[config.mk]
export PLATFORM = sky130hd
export DESIGN_NAME = vid_timing_px_flat
export DESIGN_NICKNAME = d
export VERILOG_FILES = /design/src/rtl/vid_pkg.sv /design/src/rtl/vid_timing_px_if.sv /design/src/rtl/vid_pix_fifo.sv /design/src/rtl/vid_timing_px.sv /design/src/flat_wrapper.sv
export SDC_FILE = /design/constraint.sdc
export NUM_CORES = 1
export LEC_CHECK = 0
export ABC_AREA = 1
export CORE_AREA = 4 4 179 181
export CTS_CLUSTER_SIZE = 40
export DETAILED_ROUTE_END_ITERATION = 12
export DIE_AREA = 0 0 183 185
export GPL_ROUTABILITY_DRIVEN = 0
export HOLD_SLACK_MARGIN = 0.1
export PLACE_DENSITY = 0.79
export SLEW_MARGIN = 25
export SYNTH_ARGS = -nofsm -noshare
export SYNTH_HDL_FRONTEND = slang
export SYNTH_SLANG_ARGS = --single-unit
[constraint.sdc]
create_clock -name clk -period 4.01 [get_ports clk]
set_input_delay 0.6015 -clock clk [delete_from_list [all_inputs] [get_ports clk]]
set_output_delay 0.6015 -clock clk [all_outputs]
set_load 0.005 [all_outputs]
[src/rtl/vid_pkg.sv]
// Types and geometry helpers shared by the video timing generator and the frame fetcher.
package vid_pkg;

  typedef struct packed {
    logic [7:0] r;
    logic [7:0] g;
    logic [7:0] b;
  } rgb_t;

  // One axis of raster geometry: active region, front porch, sync width, back porch.
  typedef struct packed {
    logic [15:0] active;
    logic [15:0] fp;
    logic [15:0] sync;
    logic [15:0] bp;
  } vid_axis_t;

  typedef enum logic [1:0] {
    EDGE_SYNC_START,
    EDGE_SYNC_END,
    EDGE_TOTAL
  } vid_edge_e;

  function automatic logic [15:0] vid_edge(vid_axis_t a, vid_edge_e e);
    logic [15:0] v;
    case (e)
      EDGE_SYNC_START: v = a.active + a.fp;
      EDGE_SYNC_END:   v = a.active + a.fp + a.sync;
      default:         v = a.active + a.fp + a.sync + a.bp;
    endcase
    return v;
  endfunction

endpackage

[src/rtl/vid_timing_px_if.sv]
// Pixel stream from the frame fetcher (master) into the timing generator (slave).
interface vid_timing_px_if;
  import vid_pkg::*;

  logic pix_valid;
  rgb_t pix_data;
  logic pix_ready;

  modport master (output pix_valid, output pix_data, input pix_ready);
  modport slave  (input pix_valid, input pix_data, output pix_ready);

endinterface

[src/rtl/vid_pix_fifo.sv]
// Synchronous pixel FIFO with occupancy count; read data is the head entry, valid when not empty.
module vid_pix_fifo #(
  parameter int WIDTH = 24,
  parameter int DEPTH = 16
) (
  input  logic                     clk,
  input  logic                     rst,
  input  logic                     i_push,
  input  logic [WIDTH-1:0]         i_wdata,
  input  logic                     i_pop,
  output logic [WIDTH-1:0]         o_rdata,
  output logic [$clog2(DEPTH):0]   o_count,
  output logic                     o_full,
  output logic                     o_empty
);

  localparam int AW = $clog2(DEPTH);

  logic [WIDTH-1:0] r_mem [DEPTH];
  logic [AW-1:0]    r_wptr;
  logic [AW-1:0]    r_rptr;
  logic [AW:0]      r_count;
  logic             w_push;
  logic             w_pop;

  assign o_full  = (r_count == (AW+1)'(DEPTH));
  assign o_empty = (r_count == '0);
  assign w_push  = i_push && !o_full;
  assign w_pop   = i_pop && !o_empty;
  assign o_rdata = r_mem[r_rptr];
  assign o_count = r_count;

  always_ff @(posedge clk or posedge rst) begin
    if (rst) begin
      r_wptr  <= '0;
      r_rptr  <= '0;
      r_count <= '0;
    end else begin
      if (w_push) r_wptr <= r_wptr + 1'b1;
      if (w_pop)  r_rptr <= r_rptr + 1'b1;
      case ({w_push, w_pop})
        2'b10:   r_count <= r_count + 1'b1;
        2'b01:   r_count <= r_count - 1'b1;
        default: ;
      endcase
    end
  end

  // Storage needs no reset; the pointers define what is valid.
  always_ff @(posedge clk) begin
    if (w_push) r_mem[r_wptr] <= i_wdata;
  end

endmodule

[src/rtl/vid_timing_px.sv]
// Raster timing generator: h/v counters, sync/blank decode and registered pixel output fed from the pixel FIFO.
module vid_timing_px
  import vid_pkg::*;
#(
  parameter int          H_ACTIVE   = 640,
  parameter int          H_FP       = 16,
  parameter int          H_SYNC     = 96,
  parameter int          H_BP       = 48,
  parameter int          V_ACTIVE   = 480,
  parameter int          V_FP       = 10,
  parameter int          V_SYNC     = 2,
  parameter int          V_BP       = 33,
  parameter logic        HS_POL     = 1'b0,
  parameter logic        VS_POL     = 1'b0,
  parameter int          FIFO_DEPTH = 16,
  parameter logic [23:0] BG_RGB     = 24'h000000
) (
  input  logic                          clk,
  input  logic                          reset,
  input  logic                          enable,
  vid_timing_px_if.slave                pix,
  input  logic                          underflow_clr,
  output logic                          hsync,
  output logic                          hblank,
  output logic                          vsync,
  output logic                          vblank,
  output logic [7:0]                    R,
  output logic [7:0]                    G,
  output logic [7:0]                    B,
  output logic                          frame_start,
  output logic                          line_start,
  output logic                          underflow,
  output logic [$clog2(FIFO_DEPTH):0]   fifo_level
);

  localparam vid_axis_t H_AX = '{active: 16'(H_ACTIVE), fp: 16'(H_FP), sync: 16'(H_SYNC), bp: 16'(H_BP)};
  localparam vid_axis_t V_AX = '{active: 16'(V_ACTIVE), fp: 16'(V_FP), sync: 16'(V_SYNC), bp: 16'(V_BP)};

  localparam logic [15:0] H_TOTAL = vid_edge(H_AX, EDGE_TOTAL);
  localparam logic [15:0] H_SS    = vid_edge(H_AX, EDGE_SYNC_START);
  localparam logic [15:0] H_SE    = vid_edge(H_AX, EDGE_SYNC_END);
  localparam logic [15:0] V_TOTAL = vid_edge(V_AX, EDGE_TOTAL);
  localparam logic [15:0] V_SS    = vid_edge(V_AX, EDGE_SYNC_START);
  localparam logic [15:0] V_SE    = vid_edge(V_AX, EDGE_SYNC_END);

  localparam int HW = $clog2(int'(H_TOTAL));
  localparam int VW = $clog2(int'(V_TOTAL));

  logic [HW-1:0] r_h;
  logic [VW-1:0] r_v;
  logic [15:0]   w_h16;
  logic [15:0]   w_v16;
  logic          w_h_act;
  logic          w_v_act;
  logic          w_h_sync;
  logic          w_v_sync;
  logic          w_h_last;
  logic          w_v_last;
  logic          w_pop;

  logic          r_hsync;
  logic          r_hblank;
  logic          r_vsync;
  logic          r_vblank;
  logic          r_frame_start;
  logic          r_line_start;
  logic          r_underflow;
  rgb_t          r_rgb;

  rgb_t          w_fifo_rdata;
  logic          w_fifo_full;
  logic          w_fifo_empty;

  assign w_h16    = 16'(r_h);
  assign w_v16    = 16'(r_v);
  assign w_h_act  = (w_h16 < H_AX.active);
  assign w_v_act  = (w_v16 < V_AX.active);
  assign w_h_sync = (w_h16 >= H_SS) && (w_h16 < H_SE);
  assign w_v_sync = (w_v16 >= V_SS) && (w_v16 < V_SE);
  assign w_h_last = (w_h16 == H_TOTAL - 16'd1);
  assign w_v_last = (w_v16 == V_TOTAL - 16'd1);
  assign w_pop    = enable && w_h_act && w_v_act;

  always_ff @(posedge clk or posedge reset) begin
    if (reset) begin
      r_h <= '0;
      r_v <= '0;
    end else if (!enable) begin
      r_h <= '0;
      r_v <= '0;
    end else if (w_h_last) begin
      r_h <= '0;
      r_v <= w_v_last ? '0 : r_v + 1'b1;
    end else begin
      r_h <= r_h + 1'b1;
    end
  end

  vid_pix_fifo #(
    .WIDTH (24),
    .DEPTH (FIFO_DEPTH)
  ) u_fifo (
    .clk     (clk),
    .rst     (reset),
    .i_push  (pix.pix_valid),
    .i_wdata (pix.pix_data),
    .i_pop   (w_pop),
    .o_rdata (w_fifo_rdata),
    .o_count (fifo_level),
    .o_full  (w_fifo_full),
    .o_empty (w_fifo_empty)
  );

  assign pix.pix_ready = !w_fifo_full;

  // Outputs describe the position the counters held at the edge, so they lag the counters by one clock.
  always_ff @(posedge clk or posedge reset) begin
    if (reset) begin
      r_hsync       <= !HS_POL;
      r_vsync       <= !VS_POL;
      r_hblank      <= 1'b1;
      r_vblank      <= 1'b1;
      r_frame_start <= 1'b0;
      r_line_start  <= 1'b0;
      r_underflow   <= 1'b0;
      r_rgb         <= '0;
    end else begin
      r_hsync       <= (enable && w_h_sync) ? HS_POL : !HS_POL;
      r_vsync       <= (enable && w_v_sync) ? VS_POL : !VS_POL;
      r_hblank      <= !(enable && w_h_act);
      r_vblank      <= !(enable && w_v_act);
      r_frame_start <= enable && (r_h == '0) && (r_v == '0);
      r_line_start  <= enable && (r_h == '0) && w_v_act;
      if (!w_pop)            r_rgb <= '0;
      else if (w_fifo_empty) r_rgb <= BG_RGB;
      else                   r_rgb <= w_fifo_rdata;
      // A fresh underflow outranks a clear arriving in the same cycle.
      if (w_pop && w_fifo_empty) r_underflow <= 1'b1;
      else if (underflow_clr)    r_underflow <= 1'b0;
    end
  end

  assign hsync       = r_hsync;
  assign hblank      = r_hblank;
  assign vsync       = r_vsync;
  assign vblank      = r_vblank;
  assign frame_start = r_frame_start;
  assign line_start  = r_line_start;
  assign underflow   = r_underflow;
  assign R           = r_rgb.r;
  assign G           = r_rgb.g;
  assign B           = r_rgb.b;

endmodule

[src/flat_wrapper.sv]
// flat-port wrapper written by rule: the top's interface ports become plain ports
module vid_timing_px_flat import vid_pkg::*;
#(
  parameter int          H_ACTIVE   = 640,
  parameter int          H_FP       = 16,
  parameter int          H_SYNC     = 96,
  parameter int          H_BP       = 48,
  parameter int          V_ACTIVE   = 480,
  parameter int          V_FP       = 10,
  parameter int          V_SYNC     = 2,
  parameter int          V_BP       = 33,
  parameter logic        HS_POL     = 1'b0,
  parameter logic        VS_POL     = 1'b0,
  parameter int          FIFO_DEPTH = 16,
  parameter logic [23:0] BG_RGB     = 24'h000000
)
  (clk, reset, enable, underflow_clr, hsync, hblank, vsync, vblank, R, G, B, frame_start, line_start, underflow, fifo_level, pix_pix_valid, pix_pix_data, pix_pix_ready);
  vid_timing_px_if pix_i ();
  input  logic clk;
  input  logic reset;
  input  logic enable;
  input  logic underflow_clr;
  output logic hsync;
  output logic hblank;
  output logic vsync;
  output logic vblank;
  output logic [7:0] R;
  output logic [7:0] G;
  output logic [7:0] B;
  output logic frame_start;
  output logic line_start;
  output logic underflow;
  output logic [$clog2(FIFO_DEPTH):0] fifo_level;
  input wire logic [$bits(pix_i.pix_valid)-1:0] pix_pix_valid;
  input wire logic [$bits(pix_i.pix_data)-1:0] pix_pix_data;
  output wire logic [$bits(pix_i.pix_ready)-1:0] pix_pix_ready;
  assign pix_i.pix_valid = pix_pix_valid;
  assign pix_i.pix_data = pix_pix_data;
  assign pix_pix_ready = pix_i.pix_ready;
  vid_timing_px #(.H_ACTIVE(H_ACTIVE), .H_FP(H_FP), .H_SYNC(H_SYNC), .H_BP(H_BP), .V_ACTIVE(V_ACTIVE), .V_FP(V_FP), .V_SYNC(V_SYNC), .V_BP(V_BP), .HS_POL(HS_POL), .VS_POL(VS_POL), .FIFO_DEPTH(FIFO_DEPTH), .BG_RGB(BG_RGB)) u_core (.clk(clk), .reset(reset), .enable(enable), .pix(pix_i), .underflow_clr(underflow_clr), .hsync(hsync), .hblank(hblank), .vsync(vsync), .vblank(vblank), .R(R), .G(G), .B(B), .frame_start(frame_start), .line_start(line_start), .underflow(underflow), .fifo_level(fifo_level));
endmodule
* Yosys cells after proc, flatten, opt, wreduce, memory -nomap -nowiden
Memories as Yosys holds them, arrays and structs flattened.
Cells that the tools add are included.
W data, S select, Z words.
** Word-level totals
- Flip-flop bits (word level) :: 64
- Memory bits (writable) :: 384
- Bits of input ports :: 29
- Output and inout port bits :: 37
- Word-level logic and storage cells :: 70
- Memories kept :: 1
** Memories
- u_core.u_fifo.r_mem :: words 16, width 24, rd ports 1, clocked after Yosys merged registers in 0, wr ports 1, line vid_pix_fifo.sv:19 : logic [WIDTH-1:0] r_mem [DEPTH];
** Operators by class
- Add/subtract/negate cells :: 6
- Magnitude comparators :: 6
- Equal/unequal tests :: 6
- Muxes and demuxes :: 14
- Reduce and logical (&&, ||, !) cells :: 22
** Operators by type and width (number)
- $mux W10 :: 5
- $mux W24 :: 2
- $add A10 B1 Y10 const B :: 2
- $eq A10 B10 Y1 const B :: 2
- $logic_not A10 Y1 :: 2
- $lt A10 B10 Y1 const B :: 2
- $lt A10 B9 Y1 const B :: 2
- $logic_and A1 B1 Y1 :: 13
- $ge A10 B10 Y1 const B :: 1
- $ge A10 B9 Y1 const B :: 1
- $pmux W5 S2 :: 1
- $add A4 B1 Y4 const B :: 2
- $mux W1 :: 6
- $add A5 B1 Y5 const B :: 1
- $eq A5 B5 Y1 const B :: 1
- $logic_not A5 Y1 :: 1
- $sub A5 B1 Y5 const B :: 1
- $logic_not A1 Y1 :: 4
- $reduce_bool A2 Y1 :: 2
- $eq A2 B1 Y1 const B :: 1
- $eq A2 B2 Y1 const B :: 1
- $ne A2 B1 Y1 const B :: 1

* Logic depth before layout (Yosys ltp)
- Depth after elaboration :: 6
- Gate-level depth with buffers :: 19
- Depth with buffers taken out :: 19

* Modules after synthesis
From an unflattened synthesis, not the netlist that was laid out.
** Second synthesis, totals
- Cell total of the unflattened synthesis :: 1884
- Area total of the unflattened synthesis :: 19418.6 um^2
** By module, submodules not included
- vid_pix_fifo :: times used 1, cells an instance 1621, area each 16933.7 um^2, sequential area each 11856.4 um^2
- vid_timing_px :: times used 1, cells an instance 263, area each 2484.9 um^2, sequential area each 1281.2 um^2

* Worst setup path before layout
OpenSTA, ideal clock, no wires.
- Path type :: reg-to-reg
- Start :: reg u_core.u_fifo.r_count[0], in the netlist u_core.u_fifo.o_count[0]
- End :: mem u_core.u_fifo.r_mem[4][0], enable pin
- Setup time :: 435 ps
- Data arrival time :: 2648 ps
- Data required time :: 3575 ps
- Path slack :: 927 ps
- Stages on the path, launching flop included :: 6
- Path buffers :: 1
- Period minus slack after synthesis :: 3083 ps
- Cells stage by stage :: dfrtp_1 nor2_1 nand4_1 nand2_1 buf_2 nor3_1
** Between the ends
- Word-level cells in the longest chain between the ends :: 5
** RTL lines
- start, declared :: line vid_pix_fifo.sv:22 : logic [AW:0] r_count;
- start signal, assigned :: line vid_pix_fifo.sv:42 : 2'b10: r_count <= r_count + 1'b1;
- start signal, assigned :: line vid_pix_fifo.sv:43 : 2'b01: r_count <= r_count - 1'b1;
- $eq A5 B5 Y1 :: line vid_pix_fifo.sv:26 : assign o_full = (r_count == (AW+1)'(DEPTH));
- $logic_not A1 Y1
- via pix_pix_ready :: line flat_wrapper.sv:36 : output wire logic [$bits(pix_i.pix_ready)-1:0] pix_pix_ready;
- $logic_and A1 B1 Y1 :: line vid_pix_fifo.sv:28 : assign w_push = i_push && !o_full;
- $mux W1 :: line vid_pix_fifo.sv:51 : if (w_push) r_mem[r_wptr] <= i_wdata;
- $mux W1 (implied by the code) :: line vid_pix_fifo.sv:51
- end, declared :: line vid_pix_fifo.sv:19
The timed path passes the listed nets, and every way through them passes these cells.

* Final worst setup path
- Start :: reg u_core.u_fifo.r_rptr[1]
- End :: reg u_core.r_rgb, in the netlist u_core.B[2]
** Between the ends
- Word-level cells in the longest chain between the ends :: 3
** RTL lines
- start, declared :: line vid_pix_fifo.sv:21 : logic [AW-1:0] r_rptr;
- start signal, assigned :: line vid_pix_fifo.sv:40 : if (w_pop) r_rptr <= r_rptr + 1'b1;
- $mem_v2 Z16 W24
- $mux W24 :: line vid_timing_px.sv:135 : else if (w_fifo_empty) r_rgb <= BG_RGB;
- $mux W24 :: line vid_timing_px.sv:134 : if (!w_pop) r_rgb <= '0;
- end signal, assigned :: line vid_timing_px.sv:136 : else r_rgb <= w_fifo_rdata;
- end, declared :: line vid_timing_px.sv:68 : rgb_t r_rgb;
Every way passes these cells.
A chain may end at the register's enable or synchronous reset.

==> flow_summary.toml <==
[status]
outcome = "complete, no violations"

[placed_design]
dp_hpwl_mm = 24.78
dp_cells = 2005
post-place-ws_ns = 0.9841
io_buffers = 65

[global_route]
grt_pass1_wl_mm = 67.74
grt_busiest_layer = "met2"
grt.overflow.total = 0
grt_usage_pct = 25.75
grt_pass1_vias = 12080
antenna_found_initial = 0
use_met3_pct = 3.476
use_met2_pct = 43.58
grt_util_met1_pct = 34.67
grt_max_degree = 219

[die]
die-area_um2 = 33860
io_pins = 66
core_um2 = 30430
start_util_pct = 60.15
fp-row-count = 64
dieHeight_um = 185
die_x_um = 183

[drt]
dr.pass1.iters = 5
drc = 0
drt_iter0_markers = 1366
wirelength_mm = 43.34
detail-route-antenna-nets = 0
wl_per_cell_um = 20.74
vias = 12040
via_per_inst = 5.762

[cells_and_area]
instances_no_fill = 2090
num-fill-cells = 2084
finalNetCount = 1699
diodes = 0
area_growth_pct = 14.58
drive_above_1_share_pct = 9.032
layout_commonest_cell = "nand2_1"
multiInputGateArea_um2 = 4539
post-route-util_pct = 68.92
layout_common_cells = "nand2_1 (413), edfxtp_1 (384), nor2_1 (191), nand3_1 (147), inv_1 (76)"
area.sequential_um2 = 13140

[cts]
cts_tree = "built"
hold_buffers = 0
h-tree-depth = 2
cts_buffers = 46
cts_resized = 0
clk_pin_slew_ns = 0.06
cts_sinks = 448
clockBufferDepth = 3
clock_latency_ns = 0.56
root_buffer = "clkbuf_16"
postCtsSetupBuffers = 0

[setup_path]
crit_fanout = 48
cp_slowest_cell = "dfrtp_1"
critPathRequiredTime_ns = 4.41
worstPathArrival_ns = 3.17
rr_worst_depth = 7
cp_common_cell = "nand2_1"
worstPathCellList = "nand2_1 -> inv_2 -> nand2_1 -> a21oi_1 -> nor2_1 -> nand2_1 -> a21oi_1"
end_kind = "flip-flop"
cpPeakStageDelay_ns = 0.99
critical_path_class = "reg2reg"
critPathLaunchType = "flip-flop"

[run]
cap_violations = 0

[timing]
clock.fmax_mhz = 361.8
rsz0062_at_grt = "false"
relSlewSlack_pct = 28.93
hold_violations = 0
worst_slew_pin_slew_ns = 1.066
whs_ns = 0.4977
finalSetupViolations = 0
slew_viol_final = 0
setup_ws_ns = 1.246
skew_ns = 0.02766
fin_crit_ns = 2.764
finalSetupTns_ns = 0
fin_crit_sh_pct = 68.92

[pwr]
power_density_nw_per_um2 = 691.7
ir_drop_mv = 0.6543
p_leak_nw = 7.829

[logic_synthesis]
synthArstFlopShare_pct = 14.29
synth_nets = 1633
synth_warnings = 0
synthCells = 1591
ys_seq_area_share_pct = 71.78
syn_avg_cell_area_um2 = 11.50
synth_edf_count = 384
synth_area_um2 = 18300
netlist-cell-type-count = 35
ys.flop_type = "edfxtp_1"
ys_seq_elements = 448

[hold_path]
min_path_type = "in2async"
==> per-stage QoR <==
stage / power (mW) / area (um^2)
2_1_floorplan: 8.780 / 18300
3_3_place_gp: 10.15 / 19440
3_5_place_dp: 10.28 / 19440
4_1_cts: 14.54 / 20970
5_1_grt: 15.26 / 20970
6_report: 14.51 / 20970
==> critical path: cells and delay by family, from the launching register on <==
| family | cells | cell delay, ns |
|---|---|---|
| DFF | 1 | 0.99 |
| buffers and inverters | 1 | 0.77 |
| and+or+nand+nor | 4 | 0.48 |
| AOI/OAI and AO/OA | 2 | 0.32 |
==> routing by layer <==
layer  wire length (um)  part of all wire (%)
met1              16880                    39
met2              21700                    50
met3               3282                   7.6
met4               1486                   3.4
met5                  0                     0
==> final cells by class <==
cell class                      count  area share (%)
Timing Repair Buffer               97           4.487
Multi-Input combinational cell    979           21.65
Clock inverter                     18           1.134
Inverter                           85           1.557
Clock buffer                       67           6.151
Tap cell                          396           2.363
Sequential cell                   448           62.66
==> cells by family (layout without fill, tap and decap cells) <==
group                    count (synthesis)  in the layout  synth area share [%]
AO/OA/AOI/OAI                          166            166                 5.346
adder cells (fa/ha/maj)                 13             13                0.8887
buffers and inverters                  164            267                 3.897
flip-flops                             448            448                 71.78
XOR/XNOR                                10             10                0.4786
AND/OR/NAND/NOR                        790            790                 17.61
==> cell usage after synthesis, types with 2 or more instances <==
master	instances	area share, %
a21oi_1	35	0.96
nand3_1	147	4.0
nand2_1	413	8.5
nor2_1	196	4.0
nand4_1	12	0.41
buf_4	9	0.37
o21ai_1	9	0.25
buf_6	2	0.12
clkinv_1	2	0.041
inv_1	79	1.6
buf_1	6	0.12
dfrtp_1	60	8.2
nor3_1	18	0.49
buf_2	36	0.98
xor2_1	7	0.33
edfxtp_1	384	63
xnor2_1	3	0.14
ha_1	13	0.89
clkbuf_1	25	0.51
a21oi_2	20	0.96
dfstp_2	4	0.57
o211ai_1	24	0.98
inv_2	3	0.062
o21ai_0	73	2.0
==> worst paths after layout <==
| check | slack, ns | endpoint | from |
|---|---|---|---|
| min in group clk | 0.50 | u_core.r_h[0] | u_core.r_h[0] |
| max in group asynchronous | 2.86 | u_core.vsync | reset |
| min reg2reg | 0.50 | u_core.r_h[0] | u_core.r_h[0] |
| max reg2reg | 1.25 | u_core.B[2] | u_core.u_fifo.r_rptr[1] |
| max | 1.25 | u_core.B[2] | u_core.u_fifo.r_rptr[1] |
| min | 0.50 | u_core.R[6] | reset |
==> sequential cells by signal, indices dropped and copies added, names as in the netlist <==
name	count
u_core.vblank	1
u_core.R	8
u_core.vsync	1
u_core.u_fifo.r_mem	384
u_core.r_v	10
u_core.line_start	1
u_core.u_fifo.r_rptr	4
u_core.B	8
u_core.hsync	1
u_core.hblank	1
u_core.underflow	1
u_core.G	8
u_core.r_h	10
u_core.frame_start	1
u_core.u_fifo.o_count	5
u_core.u_fifo.r_wptr	4
==> power by group <==
group	total (mW)	internal [mW]	switching, mW	leakage [nW]
logic	4.38	1.36	3.02	2.80
registers	5.87	5.64	0.234	4.29
clock network	4.26	2.51	1.74	0.735
total	14.5	9.51	5.00	7.83
No activity file was read; power rests on OpenSTA's default activity.
==> edit: new RTL, config.mk and constraints unchanged <==
Put a register stage on the output `fifo_level`. The value now appears one clock later. The other outputs are not delayed to match.
--- a/src/rtl/vid_timing_px.sv
+++ b/src/rtl/vid_timing_px.sv
@@ -45,6 +45,8 @@
 
   localparam int HW = $clog2(int'(H_TOTAL));
   localparam int VW = $clog2(int'(V_TOTAL));
+
+  logic [$clog2(FIFO_DEPTH):0] fifo_level_d;
 
   logic [HW-1:0] r_h;
   logic [VW-1:0] r_v;
@@ -106,7 +108,7 @@
     .i_wdata (pix.pix_data),
     .i_pop   (w_pop),
     .o_rdata (w_fifo_rdata),
-    .o_count (fifo_level),
+    .o_count (fifo_level_d),
     .o_full  (w_fifo_full),
     .o_empty (w_fifo_empty)
   );
@@ -151,5 +153,9 @@
   assign G           = r_rgb.g;
   assign B           = r_rgb.b;
 
+  always_ff @(posedge clk) begin
+    fifo_level <= fifo_level_d;
+  end
+
 endmodule
 
Formal check against the unedited RTL: not equivalent (a bounded check fails within 4 cycles, from zero or initial values and one cycle with reset high).
==> edit against the unedited design <==
Global-route usage rose by 0.072 points. Core utilization increased by 0.52 points. Maximum frequency increased by 6.9%. Cell area up 0.75%. Total power is 2.3% lower. Sequential cell count grew 5. Cell count up 4.4%. Area after synthesis up 2.2%. Worst setup slack better by 0.18 ns. First-iteration DRC count is 3.1% higher. Non-clock buffer count fell by 7. Wire length up 0.78%. Die area is the same. Critical path type unchanged. Largest power group unchanged.
==> edit: results (changes against the unedited design) <==
status: completed
post-synthesis sequential area ratio: 70.80% (-0.98 points)
layout cell share with drive strength beyond 1: 6.719% (-2.3 points)
Worst VDD drop: 0.0007324 V (+12%)
worst hold path depth: 0
top post-synthesis cells by count: 536 x nand2_1, 384 x edfxtp_1, 196 x nor2_1
Largest regs: u_core.u_fifo.r_mem x384, u_core.r_h x10, u_core.r_v x10
fillers: 2010 (-3.6%)
Worst Path Arrival: 3.02 ns (-0.15 ns)
initial antenna violation count: 2 (+2)
crit-path max FO: 18 (-63%)
DR vias: 12660 (+5.2%)
unique cell type count in the Yosys netlist: 32 (-8.6%)
Layout Cells excl Fill: 2182 (+4.4%)
Starting DRT DRC Count: 1408 (+3.1%)
maximum number of pins on one net before global-route repair: 227 (+3.7%)
layout net count: 1791 (+5.4%)
CTS H-tree depth: 2 (unchanged)
Async S/R FF share, synth: 14.13% (-0.16 points)
cts bufs inserted: 45 (-2.2%)
DP Worst Slack: 0.9527 ns (-0.03146 ns)
reg2reg end: u_core.u_fifo.o_count[4]$_DFFE_PP0P_
Max transition margin: 29.30% (+0.37 points)
Post-Syn Nets: 1732 (+6.1%)
P_leak: 0.008160 uW (+4.2%)
Worst R2R Setup Slack: 1.43 ns (+0.18 ns)
Final Skew: 0.01315 ns (-0.01451 ns)
Placed Cells: 2098 (+4.6%)
synth top area cells: edfxtp_1 62%, nand2_1 11%, dfrtp_1 8.0%, nor2_1 3.9%, nand3_1 3.8%
wire per inst: 20.02 microns (-3.5%)
Global Route Usage Sum: 25.82% (+0.072 points)
worst r2r path cells: 19 (+12)
post-DP HPWL: 23150 microns (-6.6%)
Synth Area per Inst: 11.06 sq um (-3.8%)
number of global-route vias before repair: 12390 (+2.5%)
worst skew pair latency: 0.54 ns (-0.02 ns)
[edit: critical path: stages (launching register included)]
cell and delay, ns:
dfrtp_1 0.46, nor2_1 0.14, nand3_1 0.08, inv_1 0.07
nand2_1 0.10, nand2_1 0.08, buf_4 0.33, ha_1 0.29
inv_1 0.08, nand2_1 0.06, nand2_1 0.08, ha_1 0.19
inv_1 0.06, nand2_1 0.08, nand3_1 0.12, nand2_1 0.06
nand2_1 0.05, nand2_1 0.04, nand2_1 0.05, nand2_1 0.05
[edit: through the flow]
step                power (uW)  cell area, sq um  utilization, %  hold WS (ns)
floorplan                 8833             18700               -        0.3876
global placement         10020             19710           64.76        0.4117
detailed placement       10150             19710           64.76        0.4358
CTS                      14200             21130           69.43        0.4513
global route             14900             21130           69.44        0.4754
finish                   14170             21130           69.44        0.4591
[edit: worst max-delay path by stage]
stage | startpoint | endpoint | slack (ns)
floorplan | u_core.u_fifo.o_count[0]$_DFFE_PP0P_ | u_core.u_fifo.r_mem[11][0]$_DFFE_PP_ | 1.06
finish | u_core.u_fifo.o_count[0]$_DFFE_PP0P_ | u_core.u_fifo.o_count[4]$_DFFE_PP0P_ | 1.43
CTS | u_core.u_fifo.o_count[0]$_DFFE_PP0P_ | u_core.u_fifo.o_count[4]$_DFFE_PP0P_ | 1.45
detailed placement | enable | u_core.u_fifo.o_count[4]$_DFFE_PP0P_ | 0.95
global route | u_core.u_fifo.o_count[0]$_DFFE_PP0P_ | u_core.u_fifo.o_count[4]$_DFFE_PP0P_ | 1.23
global placement | enable | u_core.u_fifo.o_count[4]$_DFFE_PP0P_ | 1.02
[edit: metal layers]
metal,vias to the layer above,wire [microns],global-route usage (%)
met5,-,21,0
met4,4,1140,9.327
met3,98,3575,3.672
met2,635,22100,43.83
met1,6136,16840,34.60
li1,5791,-,-
[edit: where the power goes]
part           internal [uW]  leakage (uW)  switching [uW]
Sequential              5690       0.00434             228
Clock                   2320      0.000685            1700
Combinational           1310       0.00314            2920
[edit: cells by family (layout without fill, tap and decap cells)]
logic type	count (synthesis)	count (layout)	synth area share [%]
compound gates	119	119	3.466
buf+inv	183	279	4.604
fa+ha+maj	13	13	0.8699
xor+xnor	13	13	0.6089
flops	453	453	70.80
simple gates	909	909	19.65
[edit: cell type report]
cell class              count  area share [%]
clock buffers              73           6.212
clock inverters            11          0.5152
inverters                 105           1.883
multi-input cells        1054           22.23
flip-flops and latches    453           62.67
well taps                 396           2.345
repair buffers             90           4.145
